File: src/rtl/instr_encoder.sv
// instr_encoder: packs H2BP instruction fields into 32-bit words and
// streams them into instruction memory through a one-entry output register.
module instr_encoder #(
    parameter int ADDR_W    = 10,
    parameter int MEM_DEPTH = 1024
) (
    input  logic              clk,
    input  logic              rst_n,
    input  logic              start,
    input  logic              finish,
    input  logic [ADDR_W-1:0] base_addr,
    input  logic              in_valid,
    output logic              in_ready,
    input  logic [2:0]        kind,
    input  logic [4:0]        opcode,
    input  logic [2:0]        operation,
    input  logic [4:0]        rd,
    input  logic [4:0]        rs1,
    input  logic [4:0]        rs2,
    input  logic [31:0]       imm,
    output logic              mem_we,
    output logic [ADDR_W-1:0] mem_addr,
    output logic [31:0]       mem_wdata,
    input  logic              mem_ready,
    output logic [ADDR_W:0]   count,
    output logic              err,
    output logic              full,
    output logic              done
);

    localparam logic [2:0] K_ALU3     = 3'd0;
    localparam logic [2:0] K_ALU2_OFF = 3'd1;
    localparam logic [2:0] K_ALU2_IMM = 3'd2;
    localparam logic [2:0] K_MEM      = 3'd3;
    localparam logic [2:0] K_JUMP     = 3'd4;
    localparam logic [2:0] K_BRANCH   = 3'd5;

    // Upper-opcode map: LW..SB is a contiguous block, J sits just above it.
    localparam logic [4:0] OP_LW = 5'd16;
    localparam logic [4:0] OP_SB = 5'd21;
    localparam logic [4:0] OP_J  = 5'd22;

    localparam logic [ADDR_W:0]   DEPTH_C  = (ADDR_W+1)'(MEM_DEPTH);
    localparam logic [ADDR_W+1:0] DEPTH_W  = (ADDR_W+2)'(MEM_DEPTH);
    localparam logic [ADDR_W:0]   CNT_ONE  = (ADDR_W+1)'(1);
    localparam logic [ADDR_W-1:0] PTR_ONE  = ADDR_W'(1);
    localparam logic [ADDR_W-1:0] PTR_ZERO = '0;

    typedef enum logic [1:0] {
        S_IDLE  = 2'd0,
        S_RUN   = 2'd1,
        S_DRAIN = 2'd2
    } state_t;

    state_t            state_q;
    logic              done_q;
    logic [ADDR_W-1:0] ptr_q;
    logic [ADDR_W:0]   count_q;
    logic              err_q;
    logic              mem_we_q;
    logic [ADDR_W-1:0] mem_addr_q;
    logic [31:0]       mem_wdata_q;

    logic              fit12;
    logic              fit16;
    logic              fit27;
    logic              is_mem;
    logic              legal;
    logic [31:0]       word;
    logic              accept;
    logic              wr_fire;
    logic [ADDR_W+1:0] committed;
    logic              room;

    // An immediate fits N signed bits when all bits above N-1 copy the sign.
    assign fit12  = (imm[31:11] == '0) | (imm[31:11] == '1);
    assign fit16  = (imm[31:15] == '0) | (imm[31:15] == '1);
    assign fit27  = (imm[31:26] == '0) | (imm[31:26] == '1);
    assign is_mem = (opcode >= OP_LW) & (opcode <= OP_SB);

    // Field packing and legality check for the bundle on the input port.
    always_comb begin
        word  = '0;
        legal = 1'b0;
        unique case (kind)
            K_ALU3: begin
                word  = {1'b0, operation, 1'b0, rd, rs1, rs2, imm[11:0]};
                legal = fit12;
            end
            K_ALU2_OFF: begin
                word  = {1'b0, operation, 1'b1, rd, rs1, imm[15:0], 1'b0};
                legal = fit16;
            end
            K_ALU2_IMM: begin
                word  = {1'b0, operation, 1'b1, rd, rs1, imm[15:0], 1'b1};
                legal = fit16;
            end
            K_MEM: begin
                word  = {opcode, rd, rs1, imm[15:0], 1'b0};
                legal = is_mem & fit16;
            end
            K_JUMP: begin
                word  = {OP_J, imm[26:0]};
                legal = fit27;
            end
            K_BRANCH: begin
                word  = {opcode, rd, rs1, imm[15:0], 1'b0};
                legal = opcode[4] & ~is_mem & (opcode != OP_J)
                      & (opcode[2:0] != 3'b111) & fit16;
            end
            default: begin
                word  = '0;
                legal = 1'b0;
            end
        endcase
    end

    // A word still parked in the output register already owns a slot, so
    // accepting another one needs room for both before full is reached.
    assign committed = {1'b0, count_q} + {{(ADDR_W+1){1'b0}}, mem_we_q};
    assign room      = committed < DEPTH_W;
    assign in_ready  = (state_q == S_RUN) & room & (~mem_we_q | mem_ready);
    assign accept    = in_valid & in_ready;
    assign wr_fire   = mem_we_q & mem_ready;

    // Session control: IDLE -> RUN -> DRAIN -> IDLE with a done pulse.
    always_ff @(posedge clk or negedge rst_n) begin
        if (!rst_n) begin
            state_q <= S_IDLE;
            done_q  <= 1'b0;
        end else begin
            done_q <= 1'b0;
            unique case (state_q)
                S_IDLE: begin
                    if (start) state_q <= S_RUN;
                end
                S_RUN: begin
                    if (finish) state_q <= S_DRAIN;
                end
                S_DRAIN: begin
                    if (!mem_we_q) begin
                        state_q <= S_IDLE;
                        done_q  <= 1'b1;
                    end
                end
                default: state_q <= S_IDLE;
            endcase
        end
    end

    // Write pointer, word counter and sticky error flag.
    always_ff @(posedge clk or negedge rst_n) begin
        if (!rst_n) begin
            ptr_q   <= '0;
            count_q <= '0;
            err_q   <= 1'b0;
        end else if ((state_q == S_IDLE) && start) begin
            ptr_q   <= base_addr;
            count_q <= '0;
            err_q   <= 1'b0;
        end else begin
            if (wr_fire) begin
                ptr_q   <= ptr_q + PTR_ONE;
                count_q <= count_q + CNT_ONE;
            end
            if (accept && !legal) err_q <= 1'b1;
        end
    end

    // One-entry output register; it holds steady while memory stalls.
    always_ff @(posedge clk or negedge rst_n) begin
        if (!rst_n) begin
            mem_we_q    <= 1'b0;
            mem_addr_q  <= '0;
            mem_wdata_q <= '0;
        end else if (accept && legal) begin
            mem_we_q    <= 1'b1;
            mem_addr_q  <= ptr_q + (wr_fire ? PTR_ONE : PTR_ZERO);
            mem_wdata_q <= word;
        end else if (wr_fire) begin
            mem_we_q    <= 1'b0;
        end
    end

    assign mem_we    = mem_we_q;
    assign mem_addr  = mem_addr_q;
    assign mem_wdata = mem_wdata_q;
    assign count     = count_q;
    assign err       = err_q;
    assign full      = (count_q == DEPTH_C);
    assign done      = done_q;

endmodule
File: config.mk
export PLATFORM = sky130hd
export DESIGN_NAME = instr_encoder
export DESIGN_NICKNAME = d
export VERILOG_FILES = /design/src/rtl/instr_encoder.sv
export SDC_FILE = /design/constraint.sdc
export NUM_CORES = 1
export LEC_CHECK = 0
export ABC_AREA = 0
export CAP_MARGIN = 20
export CORE_UTILIZATION = 47
export DETAILED_ROUTE_END_ITERATION = 8
export PLACE_DENSITY = 0.85
export SYNTH_ARGS = -nofsm -noshare
export SYNTH_HDL_FRONTEND = slang
export SYNTH_SLANG_ARGS = --single-unit
File: constraint.sdc
create_clock -name clk -period 2.5 [get_ports clk]
set_input_delay 0.5 -clock clk [delete_from_list [all_inputs] [get_ports clk]]
set_output_delay 0.5 -clock clk [all_outputs]
set_load 0.005 [all_outputs]
Word-level counts from Yosys, hierarchy flattened. Index checks and enable logic that the tools add are counted.

Register bits after elaboration: 68. Bits of input ports: 74. Output and inout port bits: 58. Logic and storage cells: 79.

Add/subtract/negate cells: 4. Magnitude comparators: 3. Equality and inequality tests: 16. Multiplexer cells: 17. Bitwise logic cells: 16. Reduce and logical (&&, ||, !) cells: 15.

Operators with widths (number): $pmux 32 s5 (1); $mux 11 (2); $eq 21x21->1 const B (1); $logic_not 21->1 (1); $mux 10 (2); $eq 17x17->1 const B (1); $logic_not 17->1 (1); $add 11x1->12 (1); $lt 12x11->1 const B (1); $add 11x1->11 const B (1); $eq 11x11->1 const B (1); $add 10x1->10 (1); $add 10x1->10 const B (1); $and 1x1->1 (10); $mux 1 (7); $eq 3x2->1 const B (2); $eq 3x3->1 const B (2); $eq 6x6->1 const B (1); $logic_not 6->1 (1); $mux 2 (3); $ne 2x2->1 const B (3); $pmux 2 s3 (1); $reduce_bool 2->1 (3); $ge 5x5->1 const B (1); 15 further kinds (22).

Logic depth before layout (Yosys ltp).
Depth after elaboration: 12. Gate-level depth with buffers: 8. Mapped depth without buffers: 7.

Least setup slack after synthesis. No wires, ideal clock.

Path kind: in2reg. Start point: in kind[1]. End point: reg mem_addr_q[0], in the netlist mem_addr[0]. Library setup time: 0.125 ns. Data arrival time: 1.959 ns. Required time: 2.375 ns. Slack: 0.416 ns. Stages: 8. Buffers on the path: 2. Cells stage by stage: buf_2 > nor3_1 > nand3_1 > nor3_1 > a211oi_2 > a21oi_4 > buf_6 > mux2_4.

Cells in the longest elaborated chain, start to end: 4. Elaborated cells between the ends (all ways): 9. Classes of those cells: eq/ne (5); mux (1); reduce/logical (3).

Ends and longest elaborated chain: start, declared (line 14) `input logic [2:0] kind,`; $eq 3x2->1 / $eq 3x1->1 (equally long branches) (line 85) `unique case (kind)`; $reduce_or 2->1 (no source line); $pmux 1 s5 * (line 85); $logic_and 1x1->1 * (line 176) `end else if (accept && legal) begin`; end signal, assigned (line 178) `mem_addr_q <= ptr_q + (wr_fire ? PTR_ONE : PTR_ZERO);`; end, declared (line 61) `logic [ADDR_W-1:0] mem_addr_q;`.

Every way passes the cells marked *; elsewhere a longest branch is shown, timed or not. A chain may end at the register's enable or synchronous reset.

Final worst setup path.
Start point: in kind[1]. End point: reg mem_wdata_q[28], in the netlist mem_wdata[28].

Cells in the longest elaborated chain, start to end: 4. Elaborated cells between the ends (all ways): 11. Classes of those cells: eq/ne (5); mux (2); reduce/logical (4).

Ends and longest elaborated chain: $eq 3x2->1 / $eq 3x1->1 (equally long branches) (line 85); $reduce_or 2->1 (no source line); $pmux 1 s5 (line 85); $logic_and 1x1->1 (line 176); end signal, assigned (line 179) `mem_wdata_q <= word;`; end, declared (line 62) `logic [31:0] mem_wdata_q;`.

Parallel ways exist; a longest one is shown, timed or not.

==> impl_table.tex <==
\begin{tabular}{lr}
\hline
Metric & Value \\
\hline
\multicolumn{2}{l}{\textbf{Pwr}} \\
\quad Portion of total power attributed to combinational logic & 0.256 \\
\quad Internal power contribution & 0.00203 W \\
\quad Clock network fraction of design power & 0.278 \\
\quad Power density relative to cell area & 499 nW/um\^{}2 \\
\quad Switch share & 0.314 \\
\quad Flop pwr share & 0.467 \\
\quad Leak Pwr & 2.58 nW \\
\quad Worst ir drop on vdd & 0.250 mV \\
\quad Psw & 0.000930 W \\
\multicolumn{2}{l}{\textbf{Timing}} \\
\quad Clock skew & 0.0101 ns \\
\quad Transition time at the pin with the least slew margin & 0.686 ns \\
\quad Number of failing setup endpoints in the final timing report & 0 \\
\quad Hold violation count in the final report & 0 \\
\quad Total Negative Setup Slacks & 0 ns \\
\quad Setup repair after global routing missed its margin & false \\
\quad Minimum clock period & 2.44 ns \\
\quad Part of the cycle the worst path needs & 0.974 \\
\quad Worst slew margin relative to its limit & 0.542 \\
\quad Count of pins over their slew limit & 0 \\
\quad Fmax & 0.411 GHz \\
\quad Worst hold slack & 0.117 ns \\
\multicolumn{2}{l}{\textbf{Logic synthesis}} \\
\quad Unique masters post-synth & 42 \\
\quad Post-Synthesis Mean Instance Area & 9.86 sq um \\
\quad Number of standard cells after synthesis & 417 \\
\quad Register area share after synthesis & 0.414 \\
\quad Number of enable-type register cells in the synthesized netlist & 0 \\
\quad Asr flop ratio synth & 1.00 \\
\quad Synthesis-stage register bit count & 68 \\
\quad Net count after synthesis & 496 \\
\quad Number of warning messages in the yosys log & 0 \\
\quad Leading register cell type out of synthesis & dfrtp\_1 \\
\quad Post-synthesis instance area & 4110 sq um \\
\multicolumn{2}{l}{\textbf{Critical path}} \\
\quad Cell breakdown of the critical path & clkdlybuf4s50\_1 > nand2\_1 > a31oi\_1 > o32ai\_1 > o21ai\_1 > a21oi\_4 > buf\_12 > mux2\_4 \\
\quad Reg2Reg Depth & 8 \\
\quad Crit. path cell count & 8 \\
\quad Bufs and invs on worst path & 2 \\
\quad Maximum fanout encountered on the critical timing path & 25 \\
\quad Worst setup path class & input port to flop \\
\quad Kind of launch point of the worst setup path & input port \\
\quad Data required time of the worst path & 2.73 ns \\
\quad Capturing element type of the critical path & flop \\
\quad Maximum single-stage delay on the critical path & 0.52 ns \\
\quad Data arrival, critical path & 2.66 ns \\
\quad CP max-delay cell & clkdlybuf4s50\_1 \\
\quad CP delay by family, top & compound AO/OA/AOI/OAI gates \\
\multicolumn{2}{l}{\textbf{Place}} \\
\quad Number of I/O port buffers & 131 \\
\quad Post-placement cell count & 662 \\
\quad Placer Congestion & 0.928 \\
\quad Post-DP HPWL & 8280 um \\
\multicolumn{2}{l}{\textbf{Clocking}} \\
\quad \# H-tree levels & 3 \\
\quad Number of sinks on the clock net & 68 \\
\quad Hold-fix buffers, CTS & 0 \\
\quad Clock latency on the worst-skew pair & 0.35 ns \\
\quad TritonCTS buffer count & 9 \\
\quad Clock transition at path regs & 0.08 ns \\
\quad Longest Clk Path Bufs & 2 \\
\quad Clk root buf & clkbuf\_8 \\
\quad TritonCTS clock tree & done \\
\multicolumn{2}{l}{\textbf{GRT}} \\
\quad Congestion Overflow GR & 0 \\
\quad Global routing usage summed across all routing layers & 0.245 \\
\quad Maximum number of pins on one net before global-route repair & 36 \\
\quad Global-route wire length before repair & 17,100 um \\
\quad Number of antenna violations at the first check in global routing & 0 \\
\quad Via count of the first global-routing pass & 3,559 \\
\multicolumn{2}{l}{\textbf{Finish}} \\
\quad Sequential cell area & 1700 sq um \\
\quad Most common library cell in the layout ignoring fill and taps & clkdlybuf4s50\_1 \\
\quad Final nets & 648 \\
\quad Most used cells in the layout excluding fill and tap cells & 127 x clkdlybuf4s50\_1, 67 x dfrtp\_1, 41 x nand2\_1 \\
\quad Area used by multi-input combinational logic & 2220 sq um \\
\quad P\&R area growth vs syn & 44.4\% \\
\quad Ant. Diodes & 0 \\
\quad Non-filler instance count after layout & 679 \\
\quad Layout cell share with drive strength beyond 1 & 0.188 \\
\quad Final-layout fill cell count & 637 \\
\multicolumn{2}{l}{\textbf{Floorplan}} \\
\quad Number of rows in the core area & 33 \\
\quad Initial core utilization & 0.493 \\
\quad Number of I/O pins & 132 \\
\quad Vertical die dimension & 95.5 um \\
\quad Die X-Extent & 95.5 um \\
\quad Core outline area & 8340 sq um \\
\quad Die area & 9130 sq um \\
\multicolumn{2}{l}{\textbf{Worst hold path}} \\
\quad Worst hold-check path type & input port to async pin \\
\multicolumn{2}{l}{\textbf{Run status}} \\
\quad Status & finished clean \\
\multicolumn{2}{l}{\textbf{Routing}} \\
\quad Initial DRC count & 108 \\
\quad Count of TritonRoute iterations in the first routing pass & 4 \\
\quad Vias & 3,673 \\
\quad Residual antenna-violating net count after detailed routing & 0 \\
\quad Vias per cell & 5.41 \\
\quad Sum of routed wire length over all layers & 11,000 um \\
\quad Remaining design rule violation count & 0 \\
\quad Final routed wire length divided by cell count & 16.1 um \\
\multicolumn{2}{l}{\textbf{Run}} \\
\quad Max\_cap viols & 0 \\
\hline
\end{tabular}
-- per-layer routing --
metal	global-route usage	up-vias	wire length (um)	share of wire
li1	-	1767	-	-
met1	0.299	1763	4690	0.43
met2	0.411	111	5400	0.49
met3	0.0526	32	508	0.046
met4	0.114	0	369	0.034
met5	0	-	0	0
-- through the flow --
step	util	area, sq um	total power [W]	setup WS, ns
after floorplan	-	4110	0.00175	0.416
after global placement	0.687	5730	0.00212	-0.296
after detailed placement	0.687	5730	0.00215	-0.405
after CTS	0.710	5920	0.00299	0.0860
after global routing	0.712	5940	0.00313	0.0155
final	0.712	5940	0.00296	0.0640
-- cell usage after synthesis (2+ instances only) --
cell / instances / area share
a21oi_1: 7 / 0.0085
a22oi_1: 10 / 0.018
a31oi_1: 5 / 0.0076
and2_1: 2 / 0.0030
and3_1: 4 / 0.0061
and4_1: 3 / 0.0064
buf_2: 5 / 0.0061
buf_6: 4 / 0.011
clkbuf_1: 18 / 0.016
dfrtp_1: 68 / 0.41
ha_1: 5 / 0.015
inv_1: 19 / 0.017
mux2_2: 3 / 0.0082
mux2_4: 37 / 0.14
mux2i_1: 19 / 0.046
nand2_1: 41 / 0.037
nand2b_1: 5 / 0.0076
nand3_1: 12 / 0.015
nand4_1: 9 / 0.014
nand4b_1: 2 / 0.0043
nor2_1: 34 / 0.031
nor2b_1: 6 / 0.0091
nor3_1: 7 / 0.0085
nor3b_1: 2 / 0.0036
nor4_1: 6 / 0.0091
o21ai_0: 30 / 0.037
o22ai_1: 13 / 0.020
or2_2: 3 / 0.0046
xnor2_1: 14 / 0.030
xor2_1: 12 / 0.026
-- cell families (layout without fill, tap and decap cells) --
family | Yosys count | in the layout | share of synthesized area
and+or+nand+nor | 140 | 140 | 0.167
AOI/OAI and AO/OA | 72 | 72 | 0.107
DFF | 68 | 68 | 0.414
muxes | 59 | 59 | 0.190
buffers and inverters | 47 | 204 | 0.0517
xor gates and xnor gates | 26 | 26 | 0.0554
adders and majority gates | 5 | 5 | 0.0152
-- power by group through the flow --
| stage | sequential, W | combinational, W | clock, W |
|---|---|---|---|
| floorplan | 0.00133 | 0.000423 | 0 |
| CTS | 0.00138 | 0.000763 | 0.000843 |
| finish | 0.00138 | 0.000758 | 0.000822 |
| global placement | 0.00139 | 0.000734 | 0 |
| detailed placement | 0.00140 | 0.000754 | 0 |
| global route | 0.00140 | 0.000841 | 0.000885 |
-- cell type report --
type,count,area share
clock buffer,10,0.0232
clock inverter,6,0.00674
timing repair buffer,169,0.274
tap,105,0.0221
sequential,68,0.287
inverter,19,0.0120
multi-input combinational,302,0.375
-- worst register-to-register path, stage by stage, from the launching register on --
cell     delay [ns]
dfrtp_1        0.45
nor2b_1        0.18
nor4_2         0.26
buf_4          0.16
buf_4          0.10
nand2_1        0.07
a21oi_4        0.21
buf_12         0.25
mux2_4         0.33
-- what timing repair did --
| action | 4_1_cts | 5_1_grt |
|---|---|---|
| setup endpoints to repair | 24 | 34 |
| pin swaps | 0 | 0 |
| buffers inserted | 1 | 0 |
| gates resized for setup | 4 | 4 |
-- final timing paths --
kind | from | to | slack (ns)
hold reg to reg | mem_wdata[0] | mem_wdata[0] | 0.51
min in group clk | mem_wdata[0] | mem_wdata[0] | 0.51
max in group asynchronous | rst_n | mem_wdata[20] | 1.78
setup reg to reg | mem_we | mem_wdata[28] | 0.36
hold / removal | rst_n | mem_wdata[13] | 0.12
setup / recovery | kind[1] | mem_wdata[28] | 0.06
-- sequential cells by signal, indices dropped and copies added, names as in the netlist --
register / count
mem_wdata: 32
count: 11
mem_addr: 10
ptr_q: 10
state_q: 2
done: 1
err: 1
mem_we: 1
Power figures use the tool's default switching activity.
